### config.mk
export PLATFORM = sky130hd
export DESIGN_NAME = prism_sp_axi_write_arbiter
export DESIGN_NICKNAME = d
export VERILOG_FILES = /design/src/rtl/prism_sp_axi_write_arbiter.sv
export SDC_FILE = /design/constraint.sdc
export NUM_CORES = 1
export LEC_CHECK = 0
export CORE_AREA = 3 3 114 116
export CTS_CLUSTER_DIAMETER = 80
export DETAILED_ROUTE_END_ITERATION = 8
export DIE_AREA = 0 0 117 119
export REMOVE_ABC_BUFFERS = 1
export SYNTH_ARGS = -nofsm -noshare
export SYNTH_HDL_FRONTEND = slang
export SYNTH_SLANG_ARGS = --single-unit
### constraint.sdc
create_clock -name clock -period 2.2 [get_ports clock]
set_input_delay 0.44 -clock clock [delete_from_list [all_inputs] [get_ports clock]]
set_output_delay 0.44 -clock clock [all_outputs]
set_load 0.1 [all_outputs]
### src/rtl/prism_sp_axi_write_arbiter.sv
// Two-requester AXI write arbiter: AW/W of one whole burst at a time, B routed back via a grant FIFO.
// Define PRISM_SP_WR_ARB_FIXED_PRIO_EN for fixed priority (requester 0 wins ties); default is round-robin.
module prism_sp_axi_write_arbiter #(
   parameter int ROUTE_FIFO_DEPTH = 4,
   parameter int ADDR_WIDTH       = 32,
   parameter int DATA_WIDTH       = 32,
   parameter int ID_WIDTH         = 4,
   localparam int STRB_WIDTH      = DATA_WIDTH / 8,
   localparam int PTR_WIDTH       = $clog2(ROUTE_FIFO_DEPTH),
   localparam int CNT_WIDTH       = PTR_WIDTH + 1
) (
   input  logic                  clock,
   input  logic                  reset,
   // requester 0
   input  logic [ID_WIDTH-1:0]   axi_s0_awid,
   input  logic [ADDR_WIDTH-1:0] axi_s0_awaddr,
   input  logic [7:0]            axi_s0_awlen,
   input  logic [2:0]            axi_s0_awsize,
   input  logic [1:0]            axi_s0_awburst,
   input  logic                  axi_s0_awvalid,
   output logic                  axi_s0_awready,
   input  logic [DATA_WIDTH-1:0] axi_s0_wdata,
   input  logic [STRB_WIDTH-1:0] axi_s0_wstrb,
   input  logic                  axi_s0_wlast,
   input  logic                  axi_s0_wvalid,
   output logic                  axi_s0_wready,
   output logic [ID_WIDTH-1:0]   axi_s0_bid,
   output logic [1:0]            axi_s0_bresp,
   output logic                  axi_s0_bvalid,
   input  logic                  axi_s0_bready,
   // requester 1
   input  logic [ID_WIDTH-1:0]   axi_s1_awid,
   input  logic [ADDR_WIDTH-1:0] axi_s1_awaddr,
   input  logic [7:0]            axi_s1_awlen,
   input  logic [2:0]            axi_s1_awsize,
   input  logic [1:0]            axi_s1_awburst,
   input  logic                  axi_s1_awvalid,
   output logic                  axi_s1_awready,
   input  logic [DATA_WIDTH-1:0] axi_s1_wdata,
   input  logic [STRB_WIDTH-1:0] axi_s1_wstrb,
   input  logic                  axi_s1_wlast,
   input  logic                  axi_s1_wvalid,
   output logic                  axi_s1_wready,
   output logic [ID_WIDTH-1:0]   axi_s1_bid,
   output logic [1:0]            axi_s1_bresp,
   output logic                  axi_s1_bvalid,
   input  logic                  axi_s1_bready,
   // shared master port
   output logic [ID_WIDTH-1:0]   axi_m_awid,
   output logic [ADDR_WIDTH-1:0] axi_m_awaddr,
   output logic [7:0]            axi_m_awlen,
   output logic [2:0]            axi_m_awsize,
   output logic [1:0]            axi_m_awburst,
   output logic                  axi_m_awvalid,
   input  logic                  axi_m_awready,
   output logic [DATA_WIDTH-1:0] axi_m_wdata,
   output logic [STRB_WIDTH-1:0] axi_m_wstrb,
   output logic                  axi_m_wlast,
   output logic                  axi_m_wvalid,
   input  logic                  axi_m_wready,
   input  logic [ID_WIDTH-1:0]   axi_m_bid,
   input  logic [1:0]            axi_m_bresp,
   input  logic                  axi_m_bvalid,
   output logic                  axi_m_bready,
   // status
   output logic                  grant,
   output logic                  busy,
   output logic [CNT_WIDTH-1:0]  outstanding
);

   typedef enum logic {IDLE, BUSY} state_t;

   state_t               state_reg;
   logic                 grant_reg;
   logic                 busy_reg;
   logic                 aw_done_reg;
   logic                 w_done_reg;
   logic [CNT_WIDTH-1:0] count_reg;
   logic [PTR_WIDTH-1:0] wr_ptr_reg;
   logic [PTR_WIDTH-1:0] rd_ptr_reg;
   logic                 route_mem [ROUTE_FIFO_DEPTH];

   // requester channels gathered into arrays so the muxes index by grant
   logic [1:0]            s_awvalid, s_wvalid, s_wlast, s_bready;
   logic [1:0]            s_awready, s_wready, s_bvalid;
   logic [ID_WIDTH-1:0]   s_awid   [2];
   logic [ADDR_WIDTH-1:0] s_awaddr [2];
   logic [7:0]            s_awlen  [2];
   logic [2:0]            s_awsize [2];
   logic [1:0]            s_awburst[2];
   logic [DATA_WIDTH-1:0] s_wdata  [2];
   logic [STRB_WIDTH-1:0] s_wstrb  [2];
   logic [ID_WIDTH-1:0]   s_bid    [2];
   logic [1:0]            s_bresp  [2];

   assign s_awvalid = {axi_s1_awvalid, axi_s0_awvalid};
   assign s_wvalid  = {axi_s1_wvalid,  axi_s0_wvalid};
   assign s_wlast   = {axi_s1_wlast,   axi_s0_wlast};
   assign s_bready  = {axi_s1_bready,  axi_s0_bready};
   assign s_awid    = '{axi_s0_awid,    axi_s1_awid};
   assign s_awaddr  = '{axi_s0_awaddr,  axi_s1_awaddr};
   assign s_awlen   = '{axi_s0_awlen,   axi_s1_awlen};
   assign s_awsize  = '{axi_s0_awsize,  axi_s1_awsize};
   assign s_awburst = '{axi_s0_awburst, axi_s1_awburst};
   assign s_wdata   = '{axi_s0_wdata,   axi_s1_wdata};
   assign s_wstrb   = '{axi_s0_wstrb,   axi_s1_wstrb};

   logic aw_fwd, w_fwd, aw_hs, w_last_hs, b_hs, fifo_empty, head, can_grant, win;

   assign aw_fwd = (state_reg == BUSY) && !aw_done_reg;
   assign w_fwd  = (state_reg == BUSY) && !w_done_reg;

   assign axi_m_awid    = s_awid[grant_reg];
   assign axi_m_awaddr  = s_awaddr[grant_reg];
   assign axi_m_awlen   = s_awlen[grant_reg];
   assign axi_m_awsize  = s_awsize[grant_reg];
   assign axi_m_awburst = s_awburst[grant_reg];
   assign axi_m_awvalid = aw_fwd && s_awvalid[grant_reg];
   assign axi_m_wdata   = s_wdata[grant_reg];
   assign axi_m_wstrb   = s_wstrb[grant_reg];
   assign axi_m_wlast   = s_wlast[grant_reg];
   assign axi_m_wvalid  = w_fwd && s_wvalid[grant_reg];

   assign aw_hs     = axi_m_awvalid && axi_m_awready;
   assign w_last_hs = axi_m_wvalid && axi_m_wready && axi_m_wlast;

   assign fifo_empty   = (count_reg == '0);
   assign head         = route_mem[rd_ptr_reg];
   assign axi_m_bready = !fifo_empty && s_bready[head];
   assign b_hs         = axi_m_bvalid && axi_m_bready;

   generate
      for (genvar gi = 0; gi < 2; gi++) begin : g_slave
         logic b_sel;
         assign b_sel         = !fifo_empty && (head == 1'(gi));
         assign s_awready[gi] = aw_fwd && (grant_reg == 1'(gi)) && axi_m_awready;
         assign s_wready[gi]  = w_fwd && (grant_reg == 1'(gi)) && axi_m_wready;
         assign s_bvalid[gi]  = b_sel && axi_m_bvalid;
         assign s_bid[gi]     = b_sel ? axi_m_bid : '0;
         assign s_bresp[gi]   = b_sel ? axi_m_bresp : 2'b00;
      end
   endgenerate

   assign axi_s0_awready = s_awready[0];
   assign axi_s1_awready = s_awready[1];
   assign axi_s0_wready  = s_wready[0];
   assign axi_s1_wready  = s_wready[1];
   assign axi_s0_bvalid  = s_bvalid[0];
   assign axi_s1_bvalid  = s_bvalid[1];
   assign axi_s0_bid     = s_bid[0];
   assign axi_s1_bid     = s_bid[1];
   assign axi_s0_bresp   = s_bresp[0];
   assign axi_s1_bresp   = s_bresp[1];

   // Full check is done before granting, so a later AW push always has room.
   assign can_grant = (count_reg < CNT_WIDTH'(ROUTE_FIFO_DEPTH));

`ifdef PRISM_SP_WR_ARB_FIXED_PRIO_EN
   assign win = !s_awvalid[0];
`else
   assign win = (&s_awvalid) ? !grant_reg : !s_awvalid[0];
`endif

   always_ff @(posedge clock or posedge reset) begin
      if (reset) begin
         state_reg   <= IDLE;
         grant_reg   <= 1'b1;
         busy_reg    <= 1'b0;
         aw_done_reg <= 1'b0;
         w_done_reg  <= 1'b0;
         count_reg   <= '0;
         wr_ptr_reg  <= '0;
         rd_ptr_reg  <= '0;
      end else begin
         case (state_reg)
            IDLE: begin
               if ((|s_awvalid) && can_grant) begin
                  grant_reg   <= win;
                  aw_done_reg <= 1'b0;
                  w_done_reg  <= 1'b0;
                  state_reg   <= BUSY;
                  busy_reg    <= 1'b1;
               end
            end
            BUSY: begin
               if (aw_hs)
                  aw_done_reg <= 1'b1;
               if (w_last_hs)
                  w_done_reg <= 1'b1;
               if ((aw_done_reg || aw_hs) && (w_done_reg || w_last_hs)) begin
                  state_reg <= IDLE;
                  busy_reg  <= 1'b0;
               end
            end
            default: state_reg <= IDLE;
         endcase

         if (aw_hs)
            wr_ptr_reg <= wr_ptr_reg + 1'b1;
         if (b_hs)
            rd_ptr_reg <= rd_ptr_reg + 1'b1;
         if (aw_hs && !b_hs)
            count_reg <= count_reg + 1'b1;
         else if (b_hs && !aw_hs)
            count_reg <= count_reg - 1'b1;
      end
   end

   always_ff @(posedge clock) begin
      if (aw_hs)
         route_mem[wr_ptr_reg] <= grant_reg;
   end

   assign grant       = grant_reg;
   assign busy        = busy_reg;
   assign outstanding = count_reg;

endmodule

==> results.md, run 1 <==
- The first TritonRoute pass finished after 4 iterations.
- The smallest clock period supported by the final layout is computed as ~2.3 ns.
- Global routing consumed, over all layers together, 19.9% of the routing resources.
- The floorplan step defined a core boundary enclosing about 0.012 mm².
- The mapped netlist covers 0.00200 mm².
- The number of warnings issued by yosys is 0.
- Routability-driven placement finished with a final weighted congestion of about 0.86.
- The per-cell routed wire length is between 20 and 25 µm.
- The register with the most flip-flops in the final layout is route_mem.
- Clock tree synthesis inserted a total of 3 buffers.
- The count of flip-flops with a built-in enable after synthesis is 4.
- The die covers about 0.014 mm².
- The pin slew with the least headroom to its limit is between 0.5 and 0.6 ns.
- The cell area after placement is 0.00640 mm².
- The relative area change from synthesis to final layout is 274%.
- The largest net degree at the start of global routing is 28.
- The count of final max-slew check failures is 0.
- The static leakage power is around 3.3 nW.
- The clock sink count is 16.
- The capturing point of the worst reg2reg path is outstanding[2].
- For this run, the top clock speed supported by timing is about 430 MHz.
- Final hold analysis gives a worst-case slack of between 0.5 and 0.6 ns.
- The final route contains 2972 vias.
- The clock transition at the register clock pins on the worst setup and hold paths after CTS is 0.05 ns.
- The kind of launch point of the worst setup path is a register.
- The top-level port count is between 300 and 400.
- The setup-violating endpoint count in the final report is 76.
- The critical path start-end classification is reg2out.
- The highest net fanout along the worst path is 6.
- The worst reg2reg path depth is 10.
- For this design the ratio of total power to cell area is approximately 1800 mW/mm².
- The number of antenna-violating nets in the routed design is 0.
- The worst vdd rail ir drop is ~1 mV.
- Global routing consumed, on the met3 layer, 9.40% of the routing resources.
- The initial utilization of the core area, before any placement, comes to between 10% and 20%.
- The critical path crosses 6 cells after its start point.
- The wire length of the first global-routing pass is roughly 20 mm.
- For this run, global-route usage on met2 was measured as 36.6%.
- The final standard cell count with taps included and fillers excluded is between 600 and 700.
- The synthesized netlist contains 34 unique library cells.
- The worst setup margin is -0.113 ns.
- The number of hold violations in the final report is 0.
- The maximum count of clock buffers along a single path is 2.
- The worst stage delay on the critical path is 0.64 ns.
- From bottom edge to top edge, the die measures between 100 and 150 µm.
- Once layout is done, the placed cells without fillers occupy 0.00749 mm².
- The half-perimeter wire length of the detailed placement result is 12.4 mm.
- The worst setup path is captured at an output port.
- The cell count after synthesis came out at slightly below 200.
- The path type of the worst min-delay path is in2async.
- The site row count is 40.
- For the worst setup path, the data required time is between 1.5 and 2 ns.
- The master of the slowest instance on the critical path is dfstp_4.
- The final reports fail on negative setup slack.
- The most critical setup path has its startpoint at grant.
- Across all register-to-register paths, the minimum setup slack is -0.08 ns.
- The fraction of layout instances using a drive strength above 1 is a little over half.
- Summed over all layers, the routed wires come to between 15 and 20 mm.
- The met1 demand-to-capacity share in global routing is 21.1%.
- The critical path data arrival time is between 1.5 and 2 ns.
- The clock arrives with about 0.0036 ns of skew.
- Counting flops and latches in the post-synthesis netlist gives 16.
- The number of antenna violations at the first check in global routing is 1.
- The hold buffer count at cts is 0.
- The horizontal die dimension is around 120 µm.
- Summed over all layers, the global routing overflow is 0.
- The average cell area after synthesis is 10.3 µm².
- Using the TritonRoute via totals, the vias-per-cell ratio works out to between 4 and 5.
- After the last flow step, the layout net total stands at approximately 740.
- In this run, the number of DRC markers left after iteration 0 of detailed routing was 64.
- Setup repair after global routing could not meet its margin everywhere.
- Counting the fill cells in the layout gives approximately 950.
- The final critical path takes up 105% of the cycle.
- The flow ran to the end, but the final reports show violations.
- The launching point of the worst reg2reg path is rd_ptr_reg[1].
- The post-route DRC violation count is 0.
- Among cell families on the critical path, the largest total delay comes from buffers and inverters.
- TritonCTS built the clock tree.
- Max-cap violations in this run came to 0.
- The number of buffers and inverters on the critical path is 5.
- Following the worst setup path forward leads to its endpoint at axi_m_wdata[14].
- The post-synthesis async set-or-reset flop share is 75.0%.
- The latest clock arrival within the worst-skew pair is approximately 0.25 ns.
- The signal on the critical path passes through buf_12 > buf_12 > buf_12 > buf_16 > mux2_4 > buf_12.
- In this run the clock root is driven by a clkbuf_16.
- The worst pin sits at a relative slew slack of between 60 and 70%.
- CTS built an H-tree with a depth of 1.
- Of the synthesized area, sequential elements account for a little over a fifth.
- The number of flip-flops under the largest register name is 4.
- The number of global-route vias before repair is around 3.2k.
- The busiest layer in global routing is met2.
- The flip-flop cell with the highest count after synthesis is dfrtp_1.
- Among the stages of the critical path, the cell type that occurs most often is buf_12.
- In this run the tool buffered the top-level ports with 300 buffer cells.
- The post-placement cell count is ~650.
-- cell families after synthesis --
| kind of cell | after synthesis | share of synthesized area [%] |
|---|---|---|
| compound gates | 11 | 3.50 |
| xor+xnor | 5 | 2.19 |
| fa+ha+maj | 6 | 4.12 |
| buf+inv | 19 | 4.18 |
| flops | 16 | 21.0 |
| mux | 97 | 54.9 |
| simple gates | 41 | 10.1 |
-- metal layers --
layer	up-vias	routed length (µm)
li1	1400	-
met1	1425	5830
met2	139	8630
met3	8	1560
met4	0	74
met5	-	0
-- power breakdown --
part           switching, mW  internal (mW)  total [mW]
combinational           7.33           5.09        12.4
clock                  0.111          0.276       0.387
sequential             0.129          0.455       0.585
-- worst register-to-register path: cells and delay by family (launching register included) --
family | cells | cell delay, ns
mux | 3 | 0.62
fa+ha+maj | 2 | 0.53
flops | 1 | 0.44
simple gates | 2 | 0.30
xor+xnor | 2 | 0.29
buf+inv | 1 | 0.04
-- metrics by stage --
stage          setup WS (ns)  util, %  setup TNS [ns]  power, mW
3_3_place_gp          -0.105     53.3          -0.191       11.1
2_1_floorplan          -3.44        -         -117.05       7.03
6_report              -0.113     62.3           -3.66       13.4
5_1_grt               -0.178     62.3           -6.28       13.8
3_5_place_dp          -0.196     53.3          -0.391       11.2
4_1_cts               -0.123     56.7           -5.14       12.2
-- placed cells by master, fill, tap and decap left out, drive strengths merged, types with 2 or more instances in the layout --
cell type and count:
clkdlybuf4s50 188, buf 158, mux2 90, nor2 20, dfrtp 11, clkbuf 11
inv 8, nand2 7, mux2i 7, ha 5, and2 4, edfxtp 4
o21ai 3, a21oi 3, xor2 3, nor3b 2, nor4b 2, xnor2 2
-- layout make-up --
type / instances / area [µm²] / share of cell area, %
multi-input cells: 160 / 1940 / 25.9
well taps: 147 / 184 / 2.46
flip-flops and latches: 16 / 427 / 5.70
diodes: 1 / 2.50 / 0.0334
inverters: 8 / 35.0 / 0.468
repair buffers: 353 / 4810 / 64.2
clock buffers: 4 / 88.8 / 1.19
-- Yosys cell counts, drive strengths merged (2+ instances only) --
cell,count,share of area (%)
xnor2,2,0.87
a21oi,3,0.75
nand2,7,1.3
nor3b,2,1.0
mux2i,7,4.3
o21ai,3,0.75
inv,8,1.5
buf,10,2.5
and2,4,1.2
xor2,3,1.3
edfxtp,4,6.0
mux2,90,51
nor4b,2,0.87
dfrtp,11,14
nor2,20,3.9
ha,5,3.1
-- repair_timing --
action	CTS	global route
resized for setup	66	74
pin swaps	5	9
setup endpoints to repair	70	106
buffers inserted	3	18
gates cloned	2	11
-- worst min path at each step --
stage               cells after the start        endpoint  slack [ns]           start
finish                                  2   wr_ptr_reg[0]        0.52           reset
global route                            2   rd_ptr_reg[0]        0.56           reset
CTS                                     2   wr_ptr_reg[0]        0.53           reset
detailed placement                      2  outstanding[2]        0.55  outstanding[2]
global placement                        2            busy        0.52            busy
floorplan                               1     aw_done_reg        0.30           reset
(Power assumes the default switching activity.)
==> run 2: changes to the inputs <==
==> constraint.sdc (replaced) <==
create_clock -name clock -period 2.2 [get_ports clock]
set_input_delay 0.55 -clock clock [delete_from_list [all_inputs] [get_ports clock]]
set_output_delay 0.55 -clock clock [all_outputs]
set_load 0.1 [all_outputs]
==> results.md, run 2 (synthesis results as in run 1) <==
- The master of the slowest instance on the critical path is dfstp_4 (unchanged).
- The overall power consumption is 13.3 mW (was 13.4 mW).
- The areal power density over the cells was 1780 mW/mm² (was 1790 mW/mm²).
- The final critical-path share of the clock period is 107% (was 105%).
- The relative area change from synthesis to final layout came to 273% (was 274%).
- The most common library cell in the layout ignoring fill and taps is clkdlybuf4s50_1 (unchanged).
- Violations in the final reports: negative setup slack (unchanged).
- The maximum level of the CTS H-tree is 1 (unchanged).
- The register ranked first by flip-flop count is route_mem (unchanged).
- The kind of launch point of the worst setup path was a register (unchanged).
- The detailed-router iteration count before antenna repair is 4 (unchanged).
- The highest net fanout along the worst path is 7 (was 6).
- Ordered list of cells on the worst path: buf_8 > buf_12 > buf_4 > mux2_4 > buf_12 (was buf_12 > buf_12 > buf_12 > buf_16 > mux2_4 > buf_12).
- The site row count is 40 (unchanged).
- The area of the multi-input gates is 0.00198 mm² (was 0.00194 mm²).
- The setup-violating endpoint count in the final report is 102 (was 76).
- The upper clock frequency limit is 424 MHz (was 432 MHz).
- The number of antenna-violating nets in the routed design came to 0 (unchanged).
- The clock transition at the register clock pins on the worst setup and hold paths after CTS is 0.05 ns (about the same).
- The final standard cell count with taps included and fillers excluded is 691 (was 689).
- The worst setup slack after placement came to -0.272 ns (was -0.196 ns).
- The number of fill cells in the layout came to 931 (was 953).
- The number of hold violations in the final report is 0 (unchanged).
- The number of stages on the worst hold path is 2.
- The CTS tree is done (unchanged).
- The worst setup margin came to -0.159 ns (was -0.113 ns).
- The latest clock arrival within the worst-skew pair is 0.25 ns (about the same).
- The most repeated library cell on the critical path is buf_12 (unchanged).
- The number of antenna violations at the first check in global routing is 1 (unchanged).
- The initial core utilization is 16.7% (unchanged).
- The fraction of layout instances using a drive strength above 1 is 55.1% (was 53.6%).
- The maximum count of clock buffers along a single path is 2 (unchanged).
- The final worst hold slack came to 0.546 ns (was 0.520 ns).
- The top-level port count is 301 (unchanged).
- The worst-case register-to-register setup slack is -0.11 ns (was -0.08 ns).
- The DRC violation total after the first TritonRoute iteration is 83 (was 64).
- The path type of the worst min-delay path was reg2reg (was in2async).
- The static leakage power is 3.32 nW (was 3.34 nW).
- The floorplan core area is 0.0120 mm² (unchanged).
- The post-placement cell count is 657 (was 653).
- The largest net degree at the start of global routing is 19 (was 28).
- The total routing usage reported by global routing is 21.9% (was 19.9%).
- The cell at the root of the clock tree was clkbuf_16 (unchanged).
- The setup TNS after final layout is -9.22 ns (was -3.66 ns).
- The hold buffer count at cts is 0 (unchanged).
- The area of the die was 0.0139 mm² (unchanged).
- The post-route DRC violation count came to 0 (unchanged).
- The number of flip-flops under the largest register name was 4 (unchanged).
- The endpoint type of the worst setup path is an output port (unchanged).
- The detail-routed via count per cell came to 4.32 (was 4.31).
- The final estimated routing congestion in global placement is 0.828 (was 0.863).
- The relative max-transition margin is 66.2% (was 66.5%).
- The endpoint of the worst hold path is busy.
- The number of max-cap violations is 0 (unchanged).
- The number of global-route vias before repair came to 3389 (was 3193).
- Top library cells by usage in the layout, fill and taps aside: clkdlybuf4s50_1, buf_12, mux2_4 (unchanged).
- The capturing point of the worst reg2reg path is outstanding[1] (was outstanding[2]).
- Result of the run: complete, but fails checks (unchanged).
- The total global routing overflow came to 0 (unchanged).
- The pin slew with the least headroom to its limit is 0.507 ns (was 0.502 ns).
- The launching point of the worst reg2reg path is rd_ptr_reg[1] (unchanged).
- The per-cell routed wire length is 22.8 µm (was 23.4 µm).
- The clock sink count was 16 (unchanged).
- The setup skew after layout is 0.00614 ns (was 0.00359 ns).
- The half-perimeter wire length of the detailed placement result is 12.5 mm (was 12.4 mm).
- In this run the most critical hold path is launched from busy.
- The worst vdd rail ir drop is 0.899 mV (was 0.986 mV).
- The minimum clock period was 2.36 ns (was 2.31 ns).
- RSZ-0062 raised after global routing: yes (unchanged).
- The critical path data arrival time came to 1.81 ns (was 1.87 ns).
- The die extent in y is 119 µm (unchanged).
- The horizontal die dimension is 117 µm (unchanged).
- The worst reg2reg path depth is 8 (was 10).
- The count of nets after finishing came to 739 (was 737).
- The wire length after detailed routing was 15.8 mm (was 16.1 mm).
- The total clock buffers created by CTS is 3 (unchanged).
- The storage element area is 425 µm² (was 427 µm²).
- The worst stage delay on the critical path is 0.67 ns (was 0.64 ns).
- The count of final max-slew check failures was 0 (unchanged).
- The count of vias placed by the detailed router was 2982 (was 2972).
- The critical path start-end classification is reg2out (unchanged).
- The wire length of the first global-routing pass is 22.2 mm (was 20.3 mm).
- The worst endpoint required time is 1.65 ns (was 1.76 ns).
- The total of buffers placed on input and output ports is 300 (unchanged).
## run 2: cell count changes in the layout (fill, tap and decap cells not counted), moves of 5 or more
cell       change
buf_6          +5
clkbuf_16      -6
nand2_2        +6
buf_4          +6
buf_16         +5
nand2_1        -6
buf_8          -7
nor2_4         +5
## run 2: final cells by class
class | instances | share of cell area, %
timing repair buffer | 355 | 63.8
multi-input combinational | 160 | 26.4
sequential | 16 | 5.69
tap | 147 | 2.46
clock buffer | 4 | 1.19
inverter | 8 | 0.435
antenna | 1 | 0.0334
## run 2: metrics by stage
step / util, % / instance area (µm²)
after floorplan: - / 1950
after global placement: 53.6 / 6430
after detailed placement: 53.6 / 6430
after CTS: 60.9 / 7310
after global routing: 62.3 / 7480
final: 62.3 / 7480
## run 2: critical path, delay by kind of cell (launching register included)
kind	cells	cell delay, ns
muxes	1	0.33
buffers and inverters	4	0.55
DFF	1	0.67
## run 2: routing by layer
| metal | vias to the layer above | track usage (%) | routed length (µm) |
|---|---|---|---|
| li1 | 1407 | - | - |
| met1 | 1437 | 25.8 | 5760 |
| met2 | 130 | 38.4 | 8520 |
| met5 | - | 0 | 0 |
| met3 | 8 | 8.23 | 1380 |
| met4 | 0 | 2.80 | 113 |
## run 2: worst max-delay path by stage
stage	to	slack (ns)	from	cells past startpoint
global route	outstanding[2]	-0.21	rd_ptr_reg[1]	10
floorplan	axi_s1_wready	-3.55	grant	2
CTS	axi_m_wdata[24]	-0.16	grant	5
finish	axi_m_wdata[3]	-0.16	grant	5
global placement	outstanding[1]	-0.21	axi_s1_bready	7
detailed placement	outstanding[2]	-0.27	axi_s1_awvalid	9
## run 2: power breakdown
group	leakage (nW)	internal (mW)	switching (mW)
registers	0.176	0.454	0.137
clock network	0.0442	0.276	0.113
logic	3.10	5.04	7.32
## run 2: what timing repair did
action,in CTS,in global routing
gates cloned,9,1
pin swaps,8,8
setup buffers,12,12
gates resized for setup,123,29
setup endpoints to repair,108,109
==> run 3: changes to the inputs <==
--- a/config.mk
+++ b/config.mk
@@ -5,10 +5,11 @@
 export SDC_FILE = /design/constraint.sdc
 export NUM_CORES = 1
 export LEC_CHECK = 0
-export CORE_AREA = 3 3 114 116
+export CAP_MARGIN = 5
+export CORE_AREA = 2 2 117 119
 export CTS_CLUSTER_DIAMETER = 80
 export DETAILED_ROUTE_END_ITERATION = 8
-export DIE_AREA = 0 0 117 119
+export DIE_AREA = 0 0 119 121
 export REMOVE_ABC_BUFFERS = 1
 export SYNTH_ARGS = -nofsm -noshare
 export SYNTH_HDL_FRONTEND = slang
==> results.md, run 3 (synthesis results as in run 1) <==
- Result of the run: complete, but fails checks (unchanged).
- Violations in the final reports: negative setup slack (unchanged).
- RSZ-0062 raised after global routing: yes (unchanged).
- The design internal power is 5.45 mW (was 5.77 mW).
- The met2 track utilization from global routing is 36.6% (was 38.4%).
- The DRC violation total after the first TritonRoute iteration is 48 (was 83).
- The switching share of total power came to 57.5% (was 56.8%).
- The clock sink count is 16 (unchanged).
- The hold buffer count at cts was 0 (unchanged).
- The register ranked first by flip-flop count is route_mem (unchanged).
- The cell at the root of the clock tree is clkbuf_16 (unchanged).
- The dominant delay contributor by cell family on the critical path was flip-flops (unchanged).
- The worst vdd rail ir drop is 0.933 mV (was 0.899 mV).
- The minimum clock period is 2.36 ns (about the same).
- The most common library cell in the layout ignoring fill and taps is clkdlybuf4s50_1 (unchanged).
- The switching power came to 7.39 mW (was 7.57 mW).
- The most repeated library cell on the critical path is buf_12 (unchanged).
- The wire length of the first global-routing pass is 20.9 mm (was 22.2 mm).
- The setup skew after layout was 0.00731 ns (was 0.00614 ns).
- The top-level port count is 301 (unchanged).
- Top library cells by usage in the layout, fill and taps aside: clkdlybuf4s50_1, buf_12, mux2_4 (unchanged).
- The count of nets after finishing is 725 (was 739).
- The busiest layer in global routing is met2 (unchanged).
- The wire length after detailed routing came to 14.6 mm (was 15.8 mm).
- The final standard cell count with taps included and fillers excluded is 708 (was 691).
- The worst endpoint required time is 1.65 ns (about the same).
- The half-perimeter wire length of the detailed placement result came to 11.7 mm (was 12.5 mm).
- The number of antenna-violating nets in the routed design is 0 (unchanged).
- The maximum count of clock buffers along a single path was 2 (unchanged).
- The area of the die is 0.0144 mm² (was 0.0139 mm²).
- The per-cell routed wire length was 20.7 µm (was 22.8 µm).
- The final critical-path share of the clock period came to 107% (about the same).
- The final worst hold slack was 0.553 ns (was 0.546 ns).
- The detail-routed via count per cell is 4.15 (was 4.32).
- The detailed-router iteration count before antenna repair was 4 (unchanged).
- The pin slew with the least headroom to its limit is 0.506 ns (was 0.507 ns).
- The clock network fraction of total power is 3.0% (was 2.9%).
- The count of final max-slew check failures is 0 (unchanged).
- The latest clock arrival within the worst-skew pair is 0.25 ns (about the same).
- The path type of the worst min-delay path is reg2reg (unchanged).
- The relative area change from synthesis to final layout is 263% (was 273%).
- The critical path start-end classification is reg2out (unchanged).
- Ordered list of cells on the worst path: buf_12 > buf_12 > buf_16 > mux2_4 > buf_12 (was buf_8 > buf_12 > buf_4 > mux2_4 > buf_12).
- The met1 demand-to-capacity share in global routing is 20.4% (was 25.8%).
- The number of global-route vias before repair came to 3345 (was 3389).
- The number of fill cells in the layout is 1067 (was 931).
- The setup-violating endpoint count in the final report is 107 (was 102).
- The areal power density over the cells is 1760 mW/mm² (was 1780 mW/mm²).
- The largest net degree at the start of global routing is 33 (was 19).
- The final estimated routing congestion in global placement is 0.817 (was 0.828).
- The maximum level of the CTS H-tree came to 1 (unchanged).
- The upper clock frequency limit is 424 MHz (about the same).
- The highest net fanout along the worst path was 6 (was 7).
- The endpoint type of the worst setup path is an output port (unchanged).
- The static leakage power is 3.17 nW (was 3.32 nW).
- The horizontal die dimension is 119 µm (was 117 µm).
- The share of total power in sequential cells is 4.5% (was 4.4%).
- The total of buffers placed on input and output ports is 300 (unchanged).
- The count of vias placed by the detailed router came to 2936 (was 2982).
- The total routing usage reported by global routing is 19.5% (was 21.9%).
- The relative max-transition margin is 66.2% (about the same).
- The fraction of layout instances using a drive strength above 1 is 52.6% (was 55.1%).
- The worst stage delay on the critical path came to 0.65 ns (was 0.67 ns).
- The initial core utilization is 15.3% (was 16.7%).
- The master of the slowest instance on the critical path is dfstp_4 (unchanged).
- The number of antenna violations at the first check in global routing is 2 (was 1).
- The kind of launch point of the worst setup path is a register (unchanged).
- The clock transition at the register clock pins on the worst setup and hold paths after CTS came to 0.05 ns (about the same).
- The overall power consumption is 12.8 mW (was 13.3 mW).
- The die extent in y was 121 µm (was 119 µm).
- The combinational cell fraction of total power came to 92.4% (was 92.7%).
- The post-placement cell count came to 686 (was 657).
- The CTS tree is done (unchanged).
- The post-route DRC violation count is 0 (unchanged).
- The buffering stage count on the worst path with inverters included is 4 (unchanged).
- The number of max-cap violations is 0 (unchanged).
- The floorplan core area is 0.0131 mm² (was 0.0120 mm²).
- The critical path data arrival time is 1.81 ns (about the same).
- The number of hold violations in the final report is 0 (unchanged).
- The number of flip-flops under the largest register name is 4 (unchanged).
- The total global routing overflow is 0 (unchanged).
- The total clock buffers created by CTS is 3 (unchanged).
- The global routing met3 resource utilization is 8.13% (was 8.23%).
- The worst setup margin was -0.158 ns (was -0.159 ns).
- The site row count is 42 (was 40).
## run 3: worst reg2reg max path: cells and delay by family (launching register included)
kind | cells | cell delay, ns
fa+ha+maj | 2 | 0.61
simple gates | 1 | 0.23
mux | 4 | 0.90
flops | 1 | 0.41
buf+inv | 1 | 0.05
## run 3: cell type report
cell class,instances,area [µm²],share of cell area (%)
Timing Repair Buffer,341,4600,63.2
Multi-Input combinational cell,160,1900,26.2
Sequential cell,16,425,5.85
Clock buffer,4,88.8,1.22
Antenna cell,3,7.51,0.103
Inverter,8,30.0,0.413
Tap cell,176,220,3.03
## run 3: timing repair
item                       in CTS  in global routing
pin swaps                      11                  9
setup endpoints to repair     108                109
gates resized for setup        81                 44
gates cloned                    5                  1
setup buffers                   9                  2
## run 3: worst paths after layout
check | cells past startpoint | endpoint | startpoint | slack [ns]
max in group asynchronous | 2 | grant | reset | 1.21
min in group asynchronous | 2 | wr_ptr_reg[0] | reset | 0.64
worst max register to register | 8 | outstanding[1] | rd_ptr_reg[1] | -0.11
worst min-delay path | 2 | outstanding[2] | outstanding[2] | 0.55
worst min register to register | 2 | outstanding[2] | outstanding[2] | 0.55
worst max-delay path | 5 | axi_m_awaddr[0] | grant | -0.16
## run 3: per-layer routing
metal	vias up	share of wire, %
met1	1397	36
li1	1381	-
met5	-	0
met2	148	54
met3	10	9.3
met4	0	1.5
## run 3: stage by stage
step	worst slack [ns]	setup TNS, ns	cell area [µm²]	utilization, %
5_1_grt	-0.209	-14.21	7270	55.5
3_5_place_dp	-0.256	-0.959	6470	49.4
4_1_cts	-0.164	-12.30	7050	53.9
3_3_place_gp	-0.224	-0.791	6470	49.4
6_report	-0.158	-9.85	7270	55.6
2_1_floorplan	-3.55	-128.93	1950	-
## run 3: power groups by stage
stage	Sequential, mW	Combinational [mW]	Clock (mW)
floorplan	1.13	5.90	0
CTS	0.578	11.6	0.398
global route	0.606	12.2	0.415
detailed placement	0.600	10.6	0
global placement	0.591	10.5	0
finish	0.582	11.9	0.390
